$ cat src/rtl/decode_pipe.sv
// decode_pipe: registered RV32I/RV32E decode stage between fetch and execute.
// Decodes the instruction word into control, a sign-extended immediate and
// two register-file operands, then registers everything under valid/ready.
// Ports:
//   clk_i, n_rst                  clock, synchronous active-low reset
//   valid_i/ready_o               fetch-side handshake (ready_o is combinational)
//   instruction_i, pc_i           incoming instruction and its address
//   flush_i                       kill in-flight and incoming instruction
//   ex_memread_i, ex_rd_i         load in execute, for load-use stall
//   wb_we_i, wb_rd_i, wb_data_i   register-file write port from writeback
//   valid_o/ready_i               execute-side handshake
//   pc_o, rd_o, rs1/rs2_data_o,
//   immediate_o                   registered datapath outputs
//   ex_func_o, rs1_sel_o, rs2_sel_o, memwrite_en_o, memread_en_o, wb_en_o,
//   wb_src_o, wb_pc_src_o, illegal_o  registered control outputs

package decode_pipe_pkg;
    typedef enum logic [3:0] {
        ALU_ADD, ALU_SUB, ALU_SLL, ALU_SLT, ALU_SLTU, ALU_XOR, ALU_SRL, ALU_SRA,
        ALU_OR, ALU_AND, BR_EQ, BR_NE, BR_LT, BR_GE, BR_LTU, BR_GEU
    } ex_func;
    typedef enum logic [1:0] {RS1_REG, RS1_PC, RS1_ZERO} rs1_sel;
    typedef enum logic {RS2_REG, RS2_IMM} rs2_sel;
    typedef enum logic [1:0] {WB_ALU, WB_MEM, WB_PC4} wb_source_type;
    typedef enum logic [1:0] {PC_NEXT, PC_BRANCH, PC_JAL, PC_JALR} wb_pc_source_type;
    typedef enum logic [6:0] {
        OP_LUI = 7'b0110111, OP_AUIPC = 7'b0010111, OP_JAL = 7'b1101111,
        OP_JALR = 7'b1100111, OP_BRANCH = 7'b1100011, OP_LOAD = 7'b0000011,
        OP_STORE = 7'b0100011, OP_IMM = 7'b0010011, OP_REG = 7'b0110011,
        OP_FENCE = 7'b0001111, OP_SYSTEM = 7'b1110011
    } opcode_t;
    typedef struct packed {
        ex_func           func;
        rs1_sel           s1;
        rs2_sel           s2;
        logic             mw;
        logic             mr;
        logic             we;
        wb_source_type    wbs;
        wb_pc_source_type pcs;
        logic             ill;
    } ctrl_t;

    function automatic ex_func alu_op(input logic [2:0] f3, input logic alt);
        case (f3)
            3'd0:    return alt ? ALU_SUB : ALU_ADD;
            3'd1:    return ALU_SLL;
            3'd2:    return ALU_SLT;
            3'd3:    return ALU_SLTU;
            3'd4:    return ALU_XOR;
            3'd5:    return alt ? ALU_SRA : ALU_SRL;
            3'd6:    return ALU_OR;
            default: return ALU_AND;
        endcase
    endfunction

    function automatic ex_func br_op(input logic [2:0] f3);
        case (f3)
            3'd1:    return BR_NE;
            3'd4:    return BR_LT;
            3'd5:    return BR_GE;
            3'd6:    return BR_LTU;
            3'd7:    return BR_GEU;
            default: return BR_EQ;
        endcase
    endfunction
endpackage

module decode_pipe
    import decode_pipe_pkg::*;
#(
    parameter int XLEN      = 32,
    parameter int NREGS     = 32,
    parameter int BYPASS_EN = 1
) (
    input  logic             clk_i,
    input  logic             n_rst,
    input  logic             valid_i,
    output logic             ready_o,
    input  logic [31:0]      instruction_i,
    input  logic [XLEN-1:0]  pc_i,
    input  logic             flush_i,
    input  logic             ex_memread_i,
    input  logic [4:0]       ex_rd_i,
    input  logic             wb_we_i,
    input  logic [4:0]       wb_rd_i,
    input  logic [XLEN-1:0]  wb_data_i,
    output logic             valid_o,
    input  logic             ready_i,
    output logic [XLEN-1:0]  pc_o,
    output logic [4:0]       rd_o,
    output logic [XLEN-1:0]  rs1_data_o,
    output logic [XLEN-1:0]  rs2_data_o,
    output logic [XLEN-1:0]  immediate_o,
    output ex_func           ex_func_o,
    output rs1_sel           rs1_sel_o,
    output rs2_sel           rs2_sel_o,
    output logic             memwrite_en_o,
    output logic             memread_en_o,
    output logic             wb_en_o,
    output wb_source_type    wb_src_o,
    output wb_pc_source_type wb_pc_src_o,
    output logic             illegal_o
);
    localparam int         AW      = $clog2(NREGS);
    localparam logic [5:0] NREGS_W = 6'(NREGS);

    logic [4:0] rs1_f, rs2_f, rd_f;
    logic [2:0] f3;
    assign rs1_f = instruction_i[19:15];
    assign rs2_f = instruction_i[24:20];
    assign rd_f  = instruction_i[11:7];
    assign f3    = instruction_i[14:12];

    logic signed [31:0] imm_i, imm_s, imm_b, imm_u, imm_j, imm32;
    assign imm_i = {{20{instruction_i[31]}}, instruction_i[31:20]};
    assign imm_s = {{20{instruction_i[31]}}, instruction_i[31:25], instruction_i[11:7]};
    assign imm_b = {{20{instruction_i[31]}}, instruction_i[7], instruction_i[30:25],
                    instruction_i[11:8], 1'b0};
    assign imm_u = {instruction_i[31:12], 12'b0};
    assign imm_j = {{12{instruction_i[31]}}, instruction_i[19:12], instruction_i[20],
                    instruction_i[30:21], 1'b0};

    ctrl_t dec;
    logic  legal, use_rs1, use_rs2, use_rd;

    always_comb begin
        dec     = '0;
        imm32   = '0;
        legal   = 1'b1;
        use_rs1 = 1'b0;
        use_rs2 = 1'b0;
        use_rd  = 1'b0;
        case (opcode_t'(instruction_i[6:0]))
            OP_LUI:    begin use_rd = 1'b1; dec.s1 = RS1_ZERO; dec.s2 = RS2_IMM; dec.we = 1'b1; imm32 = imm_u; end
            OP_AUIPC:  begin use_rd = 1'b1; dec.s1 = RS1_PC; dec.s2 = RS2_IMM; dec.we = 1'b1; imm32 = imm_u; end
            OP_JAL: begin
                use_rd = 1'b1; dec.s1 = RS1_PC; dec.s2 = RS2_IMM; dec.we = 1'b1;
                dec.wbs = WB_PC4; dec.pcs = PC_JAL; imm32 = imm_j;
            end
            OP_JALR: begin
                use_rs1 = 1'b1; use_rd = 1'b1; dec.s2 = RS2_IMM; dec.we = 1'b1;
                dec.wbs = WB_PC4; dec.pcs = PC_JALR; imm32 = imm_i;
            end
            OP_BRANCH: begin
                use_rs1 = 1'b1; use_rs2 = 1'b1; dec.func = br_op(f3);
                dec.pcs = PC_BRANCH; imm32 = imm_b;
            end
            OP_LOAD: begin
                use_rs1 = 1'b1; use_rd = 1'b1; dec.s2 = RS2_IMM; dec.mr = 1'b1;
                dec.we = 1'b1; dec.wbs = WB_MEM; imm32 = imm_i;
            end
            OP_STORE:  begin use_rs1 = 1'b1; use_rs2 = 1'b1; dec.s2 = RS2_IMM; dec.mw = 1'b1; imm32 = imm_s; end
            OP_IMM: begin
                // Only shift-right immediates use bit 30 as a function select.
                use_rs1 = 1'b1; use_rd = 1'b1; dec.s2 = RS2_IMM; dec.we = 1'b1;
                dec.func = alu_op(f3, (f3 == 3'b101) & instruction_i[30]); imm32 = imm_i;
            end
            OP_REG: begin
                use_rs1 = 1'b1; use_rs2 = 1'b1; use_rd = 1'b1; dec.we = 1'b1;
                dec.func = alu_op(f3, instruction_i[30]);
            end
            OP_FENCE, OP_SYSTEM: begin end
            default:   legal = 1'b0;
        endcase
        dec.ill = ~legal
                | (use_rs1 & ({1'b0, rs1_f} >= NREGS_W))
                | (use_rs2 & ({1'b0, rs2_f} >= NREGS_W))
                | (use_rd  & ({1'b0, rd_f}  >= NREGS_W));
        if (dec.ill) begin
            dec.mw = 1'b0;
            dec.mr = 1'b0;
            dec.we = 1'b0;
        end
    end

    // Register file; entry 0 exists but is never written or read.
    logic [XLEN-1:0] regs_q [NREGS];
    logic [XLEN-1:0] rs1_rd, rs2_rd;

    always_ff @(posedge clk_i) begin
        if (!n_rst) begin
            for (int unsigned i = 0; i < NREGS; i++) regs_q[i] <= '0;
        end else if (wb_we_i && (wb_rd_i != '0) && ({1'b0, wb_rd_i} < NREGS_W)) begin
            regs_q[wb_rd_i[AW-1:0]] <= wb_data_i;
        end
    end

    always_comb begin
        rs1_rd = '0;
        rs2_rd = '0;
        if ((rs1_f != '0) && ({1'b0, rs1_f} < NREGS_W)) rs1_rd = regs_q[rs1_f[AW-1:0]];
        if ((rs2_f != '0) && ({1'b0, rs2_f} < NREGS_W)) rs2_rd = regs_q[rs2_f[AW-1:0]];
        if ((BYPASS_EN != 0) && wb_we_i && (wb_rd_i == rs1_f) && (rs1_f != '0)) rs1_rd = wb_data_i;
        if ((BYPASS_EN != 0) && wb_we_i && (wb_rd_i == rs2_f) && (rs2_f != '0)) rs2_rd = wb_data_i;
    end

    logic hazard, can_adv;
    assign hazard  = valid_i & ex_memread_i & (ex_rd_i != '0)
                   & ((ex_rd_i == rs1_f) | (ex_rd_i == rs2_f));
    assign can_adv = ~valid_o | ready_i;
    assign ready_o = flush_i | (~hazard & can_adv);

    logic            valid_q, valid_d;
    logic [XLEN-1:0] pc_q, pc_d, op1_q, op1_d, op2_q, op2_d, imm_q, imm_d;
    logic [4:0]      rd_q, rd_d;
    ctrl_t           ctrl_q, ctrl_d;

    always_comb begin
        valid_d = valid_q;
        pc_d    = pc_q;
        rd_d    = rd_q;
        op1_d   = op1_q;
        op2_d   = op2_q;
        imm_d   = imm_q;
        ctrl_d  = ctrl_q;
        if (flush_i) begin
            valid_d = 1'b0;
        end else if (hazard && can_adv) begin
            valid_d = 1'b0;
        end else if (valid_i && ready_o) begin
            valid_d = 1'b1;
            pc_d    = pc_i;
            rd_d    = use_rd ? rd_f : '0;
            op1_d   = rs1_rd;
            op2_d   = rs2_rd;
            imm_d   = XLEN'(imm32);
            ctrl_d  = dec;
        end else if (valid_q && !ready_i) begin
            // stall: everything holds
        end else begin
            valid_d = 1'b0;
        end
    end

    always_ff @(posedge clk_i) begin
        if (!n_rst) begin
            valid_q <= 1'b0;
            pc_q    <= '0;
            rd_q    <= '0;
            op1_q   <= '0;
            op2_q   <= '0;
            imm_q   <= '0;
            ctrl_q  <= '0;
        end else begin
            valid_q <= valid_d;
            pc_q    <= pc_d;
            rd_q    <= rd_d;
            op1_q   <= op1_d;
            op2_q   <= op2_d;
            imm_q   <= imm_d;
            ctrl_q  <= ctrl_d;
        end
    end

    assign valid_o       = valid_q;
    assign pc_o          = pc_q;
    assign rd_o          = rd_q;
    assign rs1_data_o    = op1_q;
    assign rs2_data_o    = op2_q;
    assign immediate_o   = imm_q;
    assign ex_func_o     = ctrl_q.func;
    assign rs1_sel_o     = ctrl_q.s1;
    assign rs2_sel_o     = ctrl_q.s2;
    assign memwrite_en_o = ctrl_q.mw;
    assign memread_en_o  = ctrl_q.mr;
    assign wb_en_o       = ctrl_q.we;
    assign wb_src_o      = ctrl_q.wbs;
    assign wb_pc_src_o   = ctrl_q.pcs;
    assign illegal_o     = ctrl_q.ill;
endmodule
$ cat config.mk
export PLATFORM = sky130hd
export DESIGN_NAME = decode_pipe
export DESIGN_NICKNAME = d
export VERILOG_FILES = /design/src/rtl/decode_pipe.sv
export SDC_FILE = /design/constraint.sdc
export NUM_CORES = 2
export LEC_CHECK = 0
export BUFFER_PORTS_ARGS = -buffer_cell sky130_fd_sc_hd__buf_4
export CORE_UTILIZATION = 35
export DETAILED_ROUTE_END_ITERATION = 6
export SYNTH_ARGS = -nofsm -noshare
export SYNTH_HDL_FRONTEND = slang
export SYNTH_SLANG_ARGS = --single-unit
export TNS_END_PERCENT = 1
$ cat constraint.sdc
create_clock -name clk_i -period 10.6 [get_ports clk_i]
set_input_delay 0 -clock clk_i [delete_from_list [all_inputs] [get_ports clk_i]]
set_output_delay 0 -clock clk_i [all_outputs]
set_load 0.02 [all_outputs]
==> flow_summary.yaml <==
run_status:
  status: "complete, but fails checks"
  failed_checks: "DRC"
sta:
  timing.hold.ws_ns: 0.0354
  max_slew_margin_pct: 6.17
  fmax_mhz: 238
  worstMarginPinSlew_ns: 1.41
  final-max-slew-violation-count: 0
  setup_viol: 0
  period_needed_ns: 4.20
  setup_tns_ns: 0
  period_share_pct: 39.6
  rsz0062_at_grt: "no"
  fin_skew_ns: 0.0476
  hold_viol: 0
setup_path:
  rr_worst_depth: 7
  worstSetupPathType: "in -> reg"
  path_max_fanout: 79
  startpoint_type: "input port"
  reg2reg_setup_slack_ns: 7.19
  r2r_start: "valid_o"
  cp.required_ns: 11.29
  endpoint_kind: "register"
  rr_endpoint: "rs1_sel_o[1]"
  arrival_ns: 4.88
detailed_routing:
  num_vias: 41100
  via_per_inst: 5.90
  dr.pass1.iters: 7
  ant_nets: 0
  routed_wirelength_um: 218000
  drc_errors: 4
  wl_per_cell_um: 31.2
  drt_iter0_markers: 5181
synth:
  syn_area_um2: 60600
  seq_area_frac_synth_pct: 55.7
  synth-edff-count: 1024
  ys_async_sr_fraction_pct: 0
  synth.distinct_cells: 60
  synth_warnings: 0
  syn_area_per_cell_um2: 14.0
  ys_ff_latch: 1172
  postSynthCellCount: 4330
  synth_top_flop_cell: "edfxtp_1"
cells_and_area:
  area_delta_synth_final_pct: 16.6
  nets: 4656
  drive_gt1_share_pct: 24.4
  mostFrequentLayoutCells: "1024 x edfxtp_1, 995 x and2_1, 485 x mux4_2, 372 x buf_4, 203 x a21oi_1"
  n_fill_cell: 15600
  multi_input_area_um2: 25500
  regArea_um2: 33700
  mostFrequentLayoutCell: "edfxtp_1"
min_path:
  hp-start: "pc_i[3]"
  worstHoldPathType: "in -> reg"
  whs_path_depth: 4
  hold_end: "pc_o[3]"
grt:
  grt_max_degree: 147
  grt_pass1_wl_um: 305000
  grt_pass1_vias: 40700
  grt_overflow: 0
  antenna_found_initial: 12
  grt_usage_pct: 24.4
clock_tree:
  post_cts_buffers: 0
  cts.sinks: 1172
  cts_root_buf: "clkbuf_16"
  path_clk_slew_ns: 0.06
  worstSkewPairLatency_ns: 0.81
  cts_max_path_buffers: 3
  cts_tree: "yes"
  ctsResizeCount: 0
  cts_made_buffers: 132
  htree_num_levels: 4
floorplanning:
  die-area_um2: 175000
  rows: 152
  die_h_um: 418
  core_region_area_um2: 172000
  ios: 263
  initial_core_util_pct: 35.3
  die_x_um: 418
power_and_ir_drop:
  p_sw_share_pct: 26.1
  p_per_area_nw_per_um2: 161
  comb_power_share_pct: 12.3
  vdd_drop_max_mv: 0.178
  p_int_mw: 8.42
  p_switching_mw: 2.98
  cellLeakagePower_nw: 24.4
  seq_power_share_pct: 47.6
  clkPwrFrac_pct: 40.1
flow_run:
  cap_violations: 0
placed_design:
  numPortBuffers: 262
  dp_hpwl_um: 127000
  place_congestion: 0.842
==> worst max-delay path, stage by stage <==
cell	delay, ns
dlygate4sd3_1	0.56
buf_8	0.50
xor2_1	0.14
nor3_1	0.69
a22oi_1	0.36
o21ai_4	0.22
buf_4	0.53
buf_4	0.80
a221oi_1	0.10
dlygate4sd3_1	0.62
nor3_1	0.12
==> cell families after synthesis <==
family	Yosys count	synth area share [%]
AND/OR/NAND/NOR	1398	13.4
flip-flops	1172	55.7
multiplexers	655	20.8
AO/OA/AOI/OAI	613	6.45
buffers and inverters	470	3.37
XOR/XNOR	21	0.304
other	1	0.00619
==> cell type report <==
| class | instances | area share, % |
|---|---|---|
| clock inverters | 63 | 0.854 |
| flip-flops and latches | 1172 | 47.7 |
| clock buffers | 176 | 5.17 |
| inverters | 7 | 0.0425 |
| diodes | 5 | 0.0177 |
| repair buffers | 511 | 5.99 |
| multi-input cells | 2719 | 36.1 |
| well taps | 2310 | 4.09 |
==> routing by layer <==
layer  vias up  wire length, µm  GRT usage (%)
met5         -                0              0
met4         0            12800           13.6
met3       477            19500           4.23
met2      2399           104000           40.1
met1     21300            81100           30.6
li1      16900                -              -
==> worst max-delay path by stage <==
stage	from	to	slack, ns	cells past startpoint
after floorplan	wb_rd_i[2]	regs_q[12][0]	6.99	6
after global placement	instruction_i[17]	immediate_o[1]	6.84	9
after detailed placement	instruction_i[17]	immediate_o[1]	6.87	9
after CTS	instruction_i[17]	immediate_o[4]	6.70	11
after global routing	instruction_i[17]	immediate_o[4]	6.32	11
final	instruction_i[17]	immediate_o[4]	6.40	11
==> cells in the mapped netlist (19+ instances only) <==
cell / instances / area share, %
buf_2: 110 / 0.91
a21oi_1: 203 / 1.7
mux2i_1: 168 / 2.8
nor2b_1: 71 / 0.73
and2_1: 995 / 10
dfxtp_1: 148 / 4.9
a22oi_1: 73 / 0.90
o21ai_0: 111 / 0.92
a211oi_1: 87 / 1.1
mux4_2: 485 / 18
clkbuf_1: 311 / 1.9
nor2_1: 92 / 0.57
nor3_1: 19 / 0.16
edfxtp_1: 1024 / 51
a221oi_1: 48 / 0.69
nand3_1: 19 / 0.16
nand2_1: 162 / 1.0
==> power groups by stage <==
stage                     sequential [mW]  combinational (mW)  clock, mW
after floorplan                      5.50               0.811          0
after global placement               5.50                1.34          0
final                                5.43                1.40       4.57
after global routing                 5.45                1.45       4.77
after CTS                            5.42                1.39       4.62
after detailed placement             5.52                1.35          0
==> flip-flops by register name, summed over array words and instances, names as in the netlist, 2 cells and up <==
| register | count |
|---|---|
| regs_q | 1024 |
| immediate_o | 32 |
| pc_o | 32 |
| rs1_data_o | 32 |
| rs2_data_o | 32 |
| rd_o | 5 |
| ex_func_o | 4 |
| rs1_sel_o | 2 |
| wb_src_o | 2 |
==> per-stage QoR <==
step | total power, mW | worst slack, ns | area (µm²) | util, % | instances
after detailed placement | 6.86 | 6.87 | 65100 | 37.9 | 6589
final | 11.4 | 6.40 | 70600 | 41.1 | 6963
after global placement | 6.85 | 6.84 | 65100 | 37.9 | 6589
after global routing | 11.7 | 6.32 | 70600 | 41.1 | 6958
after CTS | 11.4 | 6.70 | 70600 | 41.1 | 6958
after floorplan | 6.31 | 6.99 | 60700 | - | 4361
==> what timing repair did <==
| action | in CTS | in global routing |
|---|---|---|
| hold buffers | 130 | 0 |
| endpoints found under the setup margin | 0 | 0 |
| hold endpoints to repair | 1270 | 0 |
Note: power is estimated with default switching activity, not from simulation.
